==> src/rtl/me_req_ctrl.sv <==
// ---------------------------------------------------------------------------
// me_req_ctrl
// Initiator side of the motion-estimation req/ack interface. One accepted
// start runs NUM_BLOCKS searches back to back. For each search the ME core's
// best candidate index (min_cnt) and SAD are captured. The index is split into
// (dy_idx, dx_idx) by repeated subtraction of RANGE. The signed motion vector
// is then presented on a valid/ready result stream.
//
// Ports
//   clk, rst_n          clock (rising edge), asynchronous active-low reset
//   start               pulse to begin a batch; ignored while busy
//   busy                high from accepted start until the batch ends
//   done                one-cycle pulse on the cycle the batch ends
//   err_timeout         sticky ack-timeout flag, cleared by an accepted start
//   me_req / me_ack     4-phase request/acknowledge to the ME core
//   me_min_cnt          best candidate index = dy_idx*RANGE + dx_idx
//   me_min_sad          best SAD
//   res_valid/res_ready result stream handshake
//   res_blk             block index within the batch
//   res_mv_x, res_mv_y  signed motion vector (two's complement)
//   res_sad             captured SAD
//   res_err             captured index was out of range (mv forced to 0,0)
//   dbg_state           current FSM state
// ---------------------------------------------------------------------------
module me_req_ctrl #(
  parameter int TB_LENGTH    = 16,
  parameter int SW_LENGTH    = 64,
  parameter int PE_OUT_WIDTH = 8,
  parameter int NUM_BLOCKS   = 4,
  parameter int TIMEOUT      = 65535,
  localparam int SAD_WIDTH   = $clog2(TB_LENGTH**2) + PE_OUT_WIDTH,
  localparam int RANGE       = SW_LENGTH - TB_LENGTH + 1,
  localparam int CNT_WIDTH   = $clog2(RANGE**2),
  localparam int MV_WIDTH    = $clog2(RANGE) + 1,
  localparam int BLK_WIDTH   = $clog2(NUM_BLOCKS) + 1
) (
  input  logic                 clk,
  input  logic                 rst_n,
  input  logic                 start,
  output logic                 busy,
  output logic                 done,
  output logic                 err_timeout,
  output logic                 me_req,
  input  logic                 me_ack,
  input  logic [CNT_WIDTH-1:0] me_min_cnt,
  input  logic [SAD_WIDTH-1:0] me_min_sad,
  output logic                 res_valid,
  input  logic                 res_ready,
  output logic [BLK_WIDTH-1:0] res_blk,
  output logic [MV_WIDTH-1:0]  res_mv_x,
  output logic [MV_WIDTH-1:0]  res_mv_y,
  output logic [SAD_WIDTH-1:0] res_sad,
  output logic                 res_err,
  output logic [2:0]           dbg_state
);

  localparam int TMR_WIDTH = $clog2(TIMEOUT + 1);
  localparam logic [CNT_WIDTH-1:0] RANGE_C  = CNT_WIDTH'(RANGE);
  // One bit wider so RANGE**2 is representable even when it is a power of two.
  localparam logic [CNT_WIDTH:0]   RANGE_SQ = (CNT_WIDTH + 1)'(RANGE * RANGE);
  localparam logic [MV_WIDTH-1:0]  HALF_MV  = MV_WIDTH'((RANGE - 1) / 2);
  localparam logic [TMR_WIDTH-1:0] TMR_LAST = TMR_WIDTH'(TIMEOUT - 1);
  localparam logic [BLK_WIDTH-1:0] BLK_LAST = BLK_WIDTH'(NUM_BLOCKS - 1);

  typedef enum logic [2:0] {
    S_IDLE   = 3'd0,
    S_ACKLO  = 3'd1,
    S_REQ    = 3'd2,
    S_DECODE = 3'd3,
    S_OUT    = 3'd4
  } state_t;

  state_t                 state_q, state_d;
  logic [BLK_WIDTH-1:0]   blk_q, blk_d;
  logic [TMR_WIDTH-1:0]   timer_q, timer_d;
  logic [CNT_WIDTH-1:0]   rem_q, rem_d;
  logic [MV_WIDTH-1:0]    quot_q, quot_d;
  logic [SAD_WIDTH-1:0]   sad_q, sad_d;
  logic                   err_q, err_d;
  logic                   err_timeout_q, err_timeout_d;
  logic [MV_WIDTH-1:0]    mv_x_q, mv_x_d;
  logic [MV_WIDTH-1:0]    mv_y_q, mv_y_d;
  logic                   done_c;

  always_comb begin
    state_d       = state_q;
    blk_d         = blk_q;
    timer_d       = timer_q;
    rem_d         = rem_q;
    quot_d        = quot_q;
    sad_d         = sad_q;
    err_d         = err_q;
    err_timeout_d = err_timeout_q;
    mv_x_d        = mv_x_q;
    mv_y_d        = mv_y_q;
    done_c        = 1'b0;

    case (state_q)
      S_IDLE: begin
        if (start) begin
          err_timeout_d = 1'b0;
          blk_d         = '0;
          state_d       = S_ACKLO;
        end
      end

      // Return-to-zero phase: a held ack from the previous search must drop
      // before a new request, so one long ack is never captured twice.
      S_ACKLO: begin
        if (!me_ack) state_d = S_REQ;
      end

      S_REQ: begin
        if (me_ack) begin
          rem_d   = me_min_cnt;
          sad_d   = me_min_sad;
          err_d   = ({1'b0, me_min_cnt} >= RANGE_SQ);
          quot_d  = '0;
          timer_d = '0;
          state_d = S_DECODE;
        end else if (timer_q == TMR_LAST) begin
          err_timeout_d = 1'b1;
          done_c        = 1'b1;
          timer_d       = '0;
          state_d       = S_IDLE;
        end else begin
          timer_d = timer_q + TMR_WIDTH'(1);
        end
      end

      // Restoring divide by RANGE, one subtraction per cycle. Quotient is
      // dy_idx, remainder is dx_idx; both are re-centred by (RANGE-1)/2.
      S_DECODE: begin
        if (err_q) begin
          mv_x_d  = '0;
          mv_y_d  = '0;
          state_d = S_OUT;
        end else if (rem_q >= RANGE_C) begin
          rem_d  = rem_q - RANGE_C;
          quot_d = quot_q + MV_WIDTH'(1);
        end else begin
          mv_x_d  = rem_q[MV_WIDTH-1:0] - HALF_MV;
          mv_y_d  = quot_q - HALF_MV;
          state_d = S_OUT;
        end
      end

      // Result stream: res_valid is held with all res_* fields frozen until
      // the cycle where res_valid && res_ready; that cycle is the transfer.
      S_OUT: begin
        if (res_ready) begin
          if (blk_q == BLK_LAST) begin
            done_c  = 1'b1;
            state_d = S_IDLE;
          end else begin
            blk_d   = blk_q + BLK_WIDTH'(1);
            state_d = S_ACKLO;
          end
        end
      end

      default: state_d = S_IDLE;
    endcase
  end

  always_ff @(posedge clk or negedge rst_n) begin
    if (!rst_n) begin
      state_q       <= S_IDLE;
      blk_q         <= '0;
      timer_q       <= '0;
      rem_q         <= '0;
      quot_q        <= '0;
      sad_q         <= '0;
      err_q         <= 1'b0;
      err_timeout_q <= 1'b0;
      mv_x_q        <= '0;
      mv_y_q        <= '0;
    end else begin
      state_q       <= state_d;
      blk_q         <= blk_d;
      timer_q       <= timer_d;
      rem_q         <= rem_d;
      quot_q        <= quot_d;
      sad_q         <= sad_d;
      err_q         <= err_d;
      err_timeout_q <= err_timeout_d;
      mv_x_q        <= mv_x_d;
      mv_y_q        <= mv_y_d;
    end
  end

  // Status is decoded from the state register so reset clears it at once.
  assign me_req      = (state_q == S_REQ);
  assign busy        = (state_q != S_IDLE);
  assign res_valid   = (state_q == S_OUT);
  assign done        = done_c;
  assign err_timeout = err_timeout_q;
  assign res_blk     = blk_q;
  assign res_mv_x    = mv_x_q;
  assign res_mv_y    = mv_y_q;
  assign res_sad     = sad_q;
  assign res_err     = err_q;
  assign dbg_state   = state_q;

endmodule

==> config.mk <==
export PLATFORM = sky130hd
export DESIGN_NAME = me_req_ctrl
export DESIGN_NICKNAME = d
export VERILOG_FILES = /design/src/rtl/me_req_ctrl.sv
export SDC_FILE = /design/constraint.sdc
export NUM_CORES = 1
export LEC_CHECK = 0
export CAP_MARGIN = 20
export CORE_UTILIZATION = 48
export DETAILED_ROUTE_END_ITERATION = 10
export HOLD_SLACK_MARGIN = 0.15
export PLACE_DENSITY_LB_ADDON = 0.08
export SETUP_SLACK_MARGIN = 0.15
export SLEW_MARGIN = 5
export SYNTH_ARGS = -nofsm -noshare
export SYNTH_HDL_FRONTEND = slang
export SYNTH_SLANG_ARGS = --single-unit
==> constraint.sdc <==
create_clock -name clk -period 2.6 [get_ports clk]
set_input_delay 0.26 -clock clk [delete_from_list [all_inputs] [get_ports clk]]
set_output_delay 0.26 -clock clk [all_outputs]
set_load 0.005 [all_outputs]
* Word-level counts from Yosys, hierarchy flattened
Cells that the tools add are included.
** Word-level totals
- Input bits :: 33
- Bits in registers :: 73
- Output and inout port bits :: 42
** Operators by class
- Mux-type cells :: 36
- Equality and inequality tests :: 18
- Reduce and logical (&&, ||, !) cells :: 11
- Add/subtract/negate cells :: 6
- Order comparisons :: 2
** Operators with widths (count)
- $mux W7 :: 7
- $mux W12 :: 3
- $mux W16 :: 2
- $mux W3 :: 10
- $pmux W12 S2 :: 1
- $add A16 B1 Y16 const B :: 1
- $eq A16 B16 Y1 const B :: 1
- $pmux W3 S5 :: 1
- $ne A2 B2 Y1 const B :: 7
- $pmux W7 S2 :: 1
- $sub A7 B5 Y7 const B :: 2
- $ge A12 B12 Y1 const B :: 1
- $ge A12 B6 Y1 const B :: 1
- $reduce_and A4 Y1 :: 3
- $sub A12 B6 Y12 const B :: 1
- $eq A3 B2 Y1 const B :: 3
- $mux W1 :: 8
- $add A7 B1 Y7 const B :: 1
- $ne A2 B1 Y1 const B :: 3
- $pmux W3 S2 :: 1
- $reduce_bool A2 Y1 :: 3
- $reduce_and A5 Y1 :: 1
- $pmux W1 S2 :: 2
- $reduce_and A2 Y1 :: 2
- 7 further kinds :: 7

* Depth between registers and ports, before layout
- Word-level depth :: 4
- Mapped depth :: 8
- Gate-level depth less buffers :: 6

* Worst setup path after synthesis
No wires, ideal clock.
- Path type :: reg2reg
- From :: register rem_q[0]
- To :: register rem_q[10]
- Data required time :: 2478 ps
- Setup slack :: 548 ps
- Cell stages (with the launch flop) :: 8
- Path buffers :: 1
- Arrival time :: 1930 ps
- Setup time :: 122 ps
- Path through :: dfrtp_1 inv_1 ha_1 nor4b_2 o211a_1 buf_2 or4_1 a32o_1
** On the way
- Longest elaborated chain between the ends :: 4
- Elaborated cells between the ends (all ways) :: 7
- Those cells by class :: add/sub: 1; order compare: 1; eq/ne: 1; mux: 3; reduce/logical: 1
** RTL lines
- from (decl) :: RTL line 76 : logic [CNT_WIDTH-1:0] rem_q, rem_d;
- from (signal assigned) :: RTL line 182 : rem_q <= rem_d;
- $sub A12 B6 Y12 :: RTL line 139 : rem_d = rem_q - RANGE_C;
- $mux W12 :: RTL line 138 : end else if (rem_q >= RANGE_C) begin
- $mux W12 :: RTL line 134 : if (err_q) begin
- $pmux W12 S2 :: RTL line 98 : case (state_q)
Parallel ways exist; a longest one is shown, timed or not. The select of a mux whose other input is x is not followed.
A chain may end at the register's enable or synchronous reset.

* Worst setup path after layout
- From :: register state_q[2], in the netlist dbg_state[2]
- To :: output port me_req
** On the way
- Longest elaborated chain between the ends :: 1
** RTL lines
- from (decl) :: RTL line 73 : state_t state_q, state_d;
- from (signal assigned) :: RTL line 179 : state_q <= state_d;
- $eq A3 B2 Y1 :: RTL line 193 : assign me_req = (state_q == S_REQ);
- to (decl) :: RTL line 43 : output logic me_req,
No other way between the ends.

==> results.md <==
* element type at the critical path end: primary output
* sequential-to-total area share from yosys stat: 45.0%
* via count: 3740
* starting density of the core: 49.4%
* transition time at the pin with the least slew margin: 0.802 ns
* Net Count, Synth: 493
* Max transition margin: 46.5%
* first-pass GRT wire length: 17400 µm
* Maximum Capacitance Violations: 0
* static leakage power: 0.00228 µW
* RSZ-0062 raised after global routing: false
* H-tree depth: 3
* die span in y: 93.9 µm
* multi-input combinational cell area: 0.00203 mm²
* setup violators final: 0
* global routing usage summed across all routing layers: 25.3%
* accumulated negative setup slack: 0 ns
* buffers added on ports: 74
* via count of the first global-routing pass: 3638
* placed wire-length estimate after detailed placement: 7260 µm
* DRC violation count after routing: 0
* number of standard-cell rows in the floorplan: 33
* arrival time of the worst setup path: 2.07 ns
* source-to-sink clock delay at the later pin of the worst-skew pair: 0.35 ns
* synthesized netlist cell count: 450
* number of filler instances in the final layout: 713
* layout overhead on the synthesized area: 28.5%
* number of enable-type register cells in the synthesized netlist: 0
* post-detailed-route via-to-cell ratio: 5.83
* register area: 0.00183 mm²
* number of nets at the end of the flow: 576
* maximum clock rate: 429 MHz
* FFs w/ async S/R, synth: 100%
* number of buffers on the longest clock path: 2
* final setup skew: 0.0122 ns
* wire per inst: 16.3 µm
* starting DRC count in detailed routing: 198
* Clock Tree Root: sky130_fd_sc_hd__clkbuf_8
* required time reported for the critical path endpoint: 2.34 ns
* Die W: 93.9 µm
* flops & latches, synth: 73
* Top Ports: 75
* Tmin final: 2.33 ns
* mean cell area of the mapped netlist: 9.02 µm²
* maximum fanout encountered on the critical timing path: 14
* type of element launching the critical path: flop
* share of cells above drive strength 1: 10.8%
* wirelength, routed: 10500 µm
* Ant. Diodes: 0
* Hold Crit Class: input pin to flop
* maximum vdd ir drop: 0.403 mV
* max-slew violations: 0
* Final Hold Violating Endpoints: 0
* pin count of the biggest net entering global routing: 41
* clk sink count: 73
* Power per Cell Area: 1040 mW/mm²
* global route overflow: 0
* clock slew at the register clock pins of the worst setup and hold paths: 0.08 ns
* outcome: completed
* period utilization: 89.7%
* area of the mapped netlist: 0.00406 mm²
* first drt pass iteration count: 5
* CTS tree: yes
* critical path class: flop to primary output
* initial antenna violation count: 0
* count of warnings emitted by yosys: 0
* Cell variety after synth: 69
* Core Box Area: 0.00822 mm²
* area of the die: 0.00882 mm²
* antenna viol nets, final: 0
* final weighted congestion of routability-driven global placement: 0.871
* worst hold margin: 0.437 ns
* number of CTS-inserted buffers: 9
* most frequently used flop master after synthesis: sky130_fd_sc_hd__dfrtp_1
## cells in the mapped netlist (6+ instances only)
cell | n | area, µm²
sky130_fd_sc_hd__a21oi_1 | 8 | 40.0
sky130_fd_sc_hd__a31oi_1 | 12 | 75.1
sky130_fd_sc_hd__buf_2 | 7 | 35.0
sky130_fd_sc_hd__clkbuf_1 | 11 | 41.3
sky130_fd_sc_hd__dfrtp_1 | 73 | 1830
sky130_fd_sc_hd__ha_1 | 10 | 125
sky130_fd_sc_hd__inv_1 | 26 | 97.6
sky130_fd_sc_hd__mux2_2 | 6 | 67.6
sky130_fd_sc_hd__nand2_1 | 82 | 308
sky130_fd_sc_hd__nand2b_1 | 7 | 43.8
sky130_fd_sc_hd__nand3_1 | 17 | 85.1
sky130_fd_sc_hd__nand4_1 | 14 | 87.6
sky130_fd_sc_hd__nor2_1 | 22 | 82.6
sky130_fd_sc_hd__nor3_1 | 11 | 55.1
sky130_fd_sc_hd__nor4_1 | 7 | 43.8
sky130_fd_sc_hd__o21ai_0 | 17 | 85.1
sky130_fd_sc_hd__o21ai_1 | 8 | 40.0
sky130_fd_sc_hd__o22ai_1 | 6 | 37.5
sky130_fd_sc_hd__or3_1 | 6 | 37.5
## worst paths after layout
path                                from     endpoint  slack [ns]  cells past startpoint
hold / removal             me_min_sad[3]   res_sad[3]        0.44                      3
hold reg to reg              res_sad[13]  res_sad[13]        0.48                      2
setup / recovery            dbg_state[2]       me_req        0.27                      3
min in group asynchronous          rst_n   res_blk[1]        0.53                      2
max in group asynchronous          rst_n    quot_q[1]        1.37                      3
setup reg to reg                rem_q[0]  res_mv_y[6]        0.28                      6
## metrics by stage
stage,power [µW],worst slack [ns],cell area [µm²],instances,util [%]
2_1_floorplan,3350,0.548,4060,450,-
3_3_place_gp,4340,0.381,4950,622,60.3
3_5_place_dp,4410,0.309,4950,622,60.3
4_1_cts,5400,0.192,5210,642,63.4
5_1_grt,5820,0.160,5210,642,63.4
6_report,5410,0.267,5210,642,63.4
## power breakdown
group | leakage (µW) | internal (µW) | switching (µW)
Sequential | 0.000942 | 1540 | 446
Clock | 0.000102 | 493 | 433
Combinational | 0.00124 | 1230 | 1270
## cell usage in the layout (no fill, tap or decap), drive strengths merged, types with 10 or more instances in the layout
cell           netlist  final
inv                 26     27
nor3                11     11
ha                  10     10
nand3               17     17
clkbuf              11     11
clkdlybuf4s50        0     72
dfrtp               73     73
a31oi               12     12
buf                 13     22
nor2                23     23
o21ai               25     25
nand4               15     15
nand2               83     83
## registers in the layout (all words and copies together) (netlist names)
signal	cells
quot_q	7
dbg_state	3
rem_q	12
res_sad	16
res_mv_y	7
res_mv_x	7
res_blk	3
timer_q	16
res_err	1
err_timeout	1
## layout make-up
type / instances / area share [%]
Clock buffer: 11 / 2.90
Clock inverter: 4 / 0.984
Inverter: 28 / 2.02
Multi-Input combinational cell: 325 / 38.9
Sequential cell: 73 / 35.1
Tap cell: 105 / 2.52
Timing Repair Buffer: 96 / 17.5
## timing repair
action,CTS,global route
pin swaps,0,1
hold buffers,1,0
resized for setup,5,2
buffers inserted,4,0
endpoints found under the hold margin,33,0
endpoints found under the setup margin,1,2
## routing by layer
layer,GRT usage (%),up-vias,routed length [µm]
met5,0,-,0
li1,-,1789,-
met1,34.4,1821,4960
met3,3.72,16,475
met4,9.62,0,167
met2,40.8,114,4880
## cells by family (layout without fill, tap and decap cells)
logic type / Yosys count / in the layout / share of synthesized area, %
AO/OA/AOI/OAI: 98 / 98 / 17.0
XOR/XNOR: 8 / 8 / 1.73
adder cells (fa/ha/maj): 10 / 10 / 3.08
buffers and inverters: 52 / 139 / 5.49
flip-flops: 73 / 73 / 45.0
multiplexers: 12 / 12 / 3.21
AND/OR/NAND/NOR: 197 / 197 / 24.5
## worst max-delay path, stage by stage (launching register included)
cell	delay [ns]
sky130_fd_sc_hd__dfrtp_1	0.52
sky130_fd_sc_hd__or3b_4	0.50
sky130_fd_sc_hd__clkinv_1	0.18
sky130_fd_sc_hd__clkdlybuf4s50_1	0.53
Note: power is estimated with default switching activity, not from simulation.
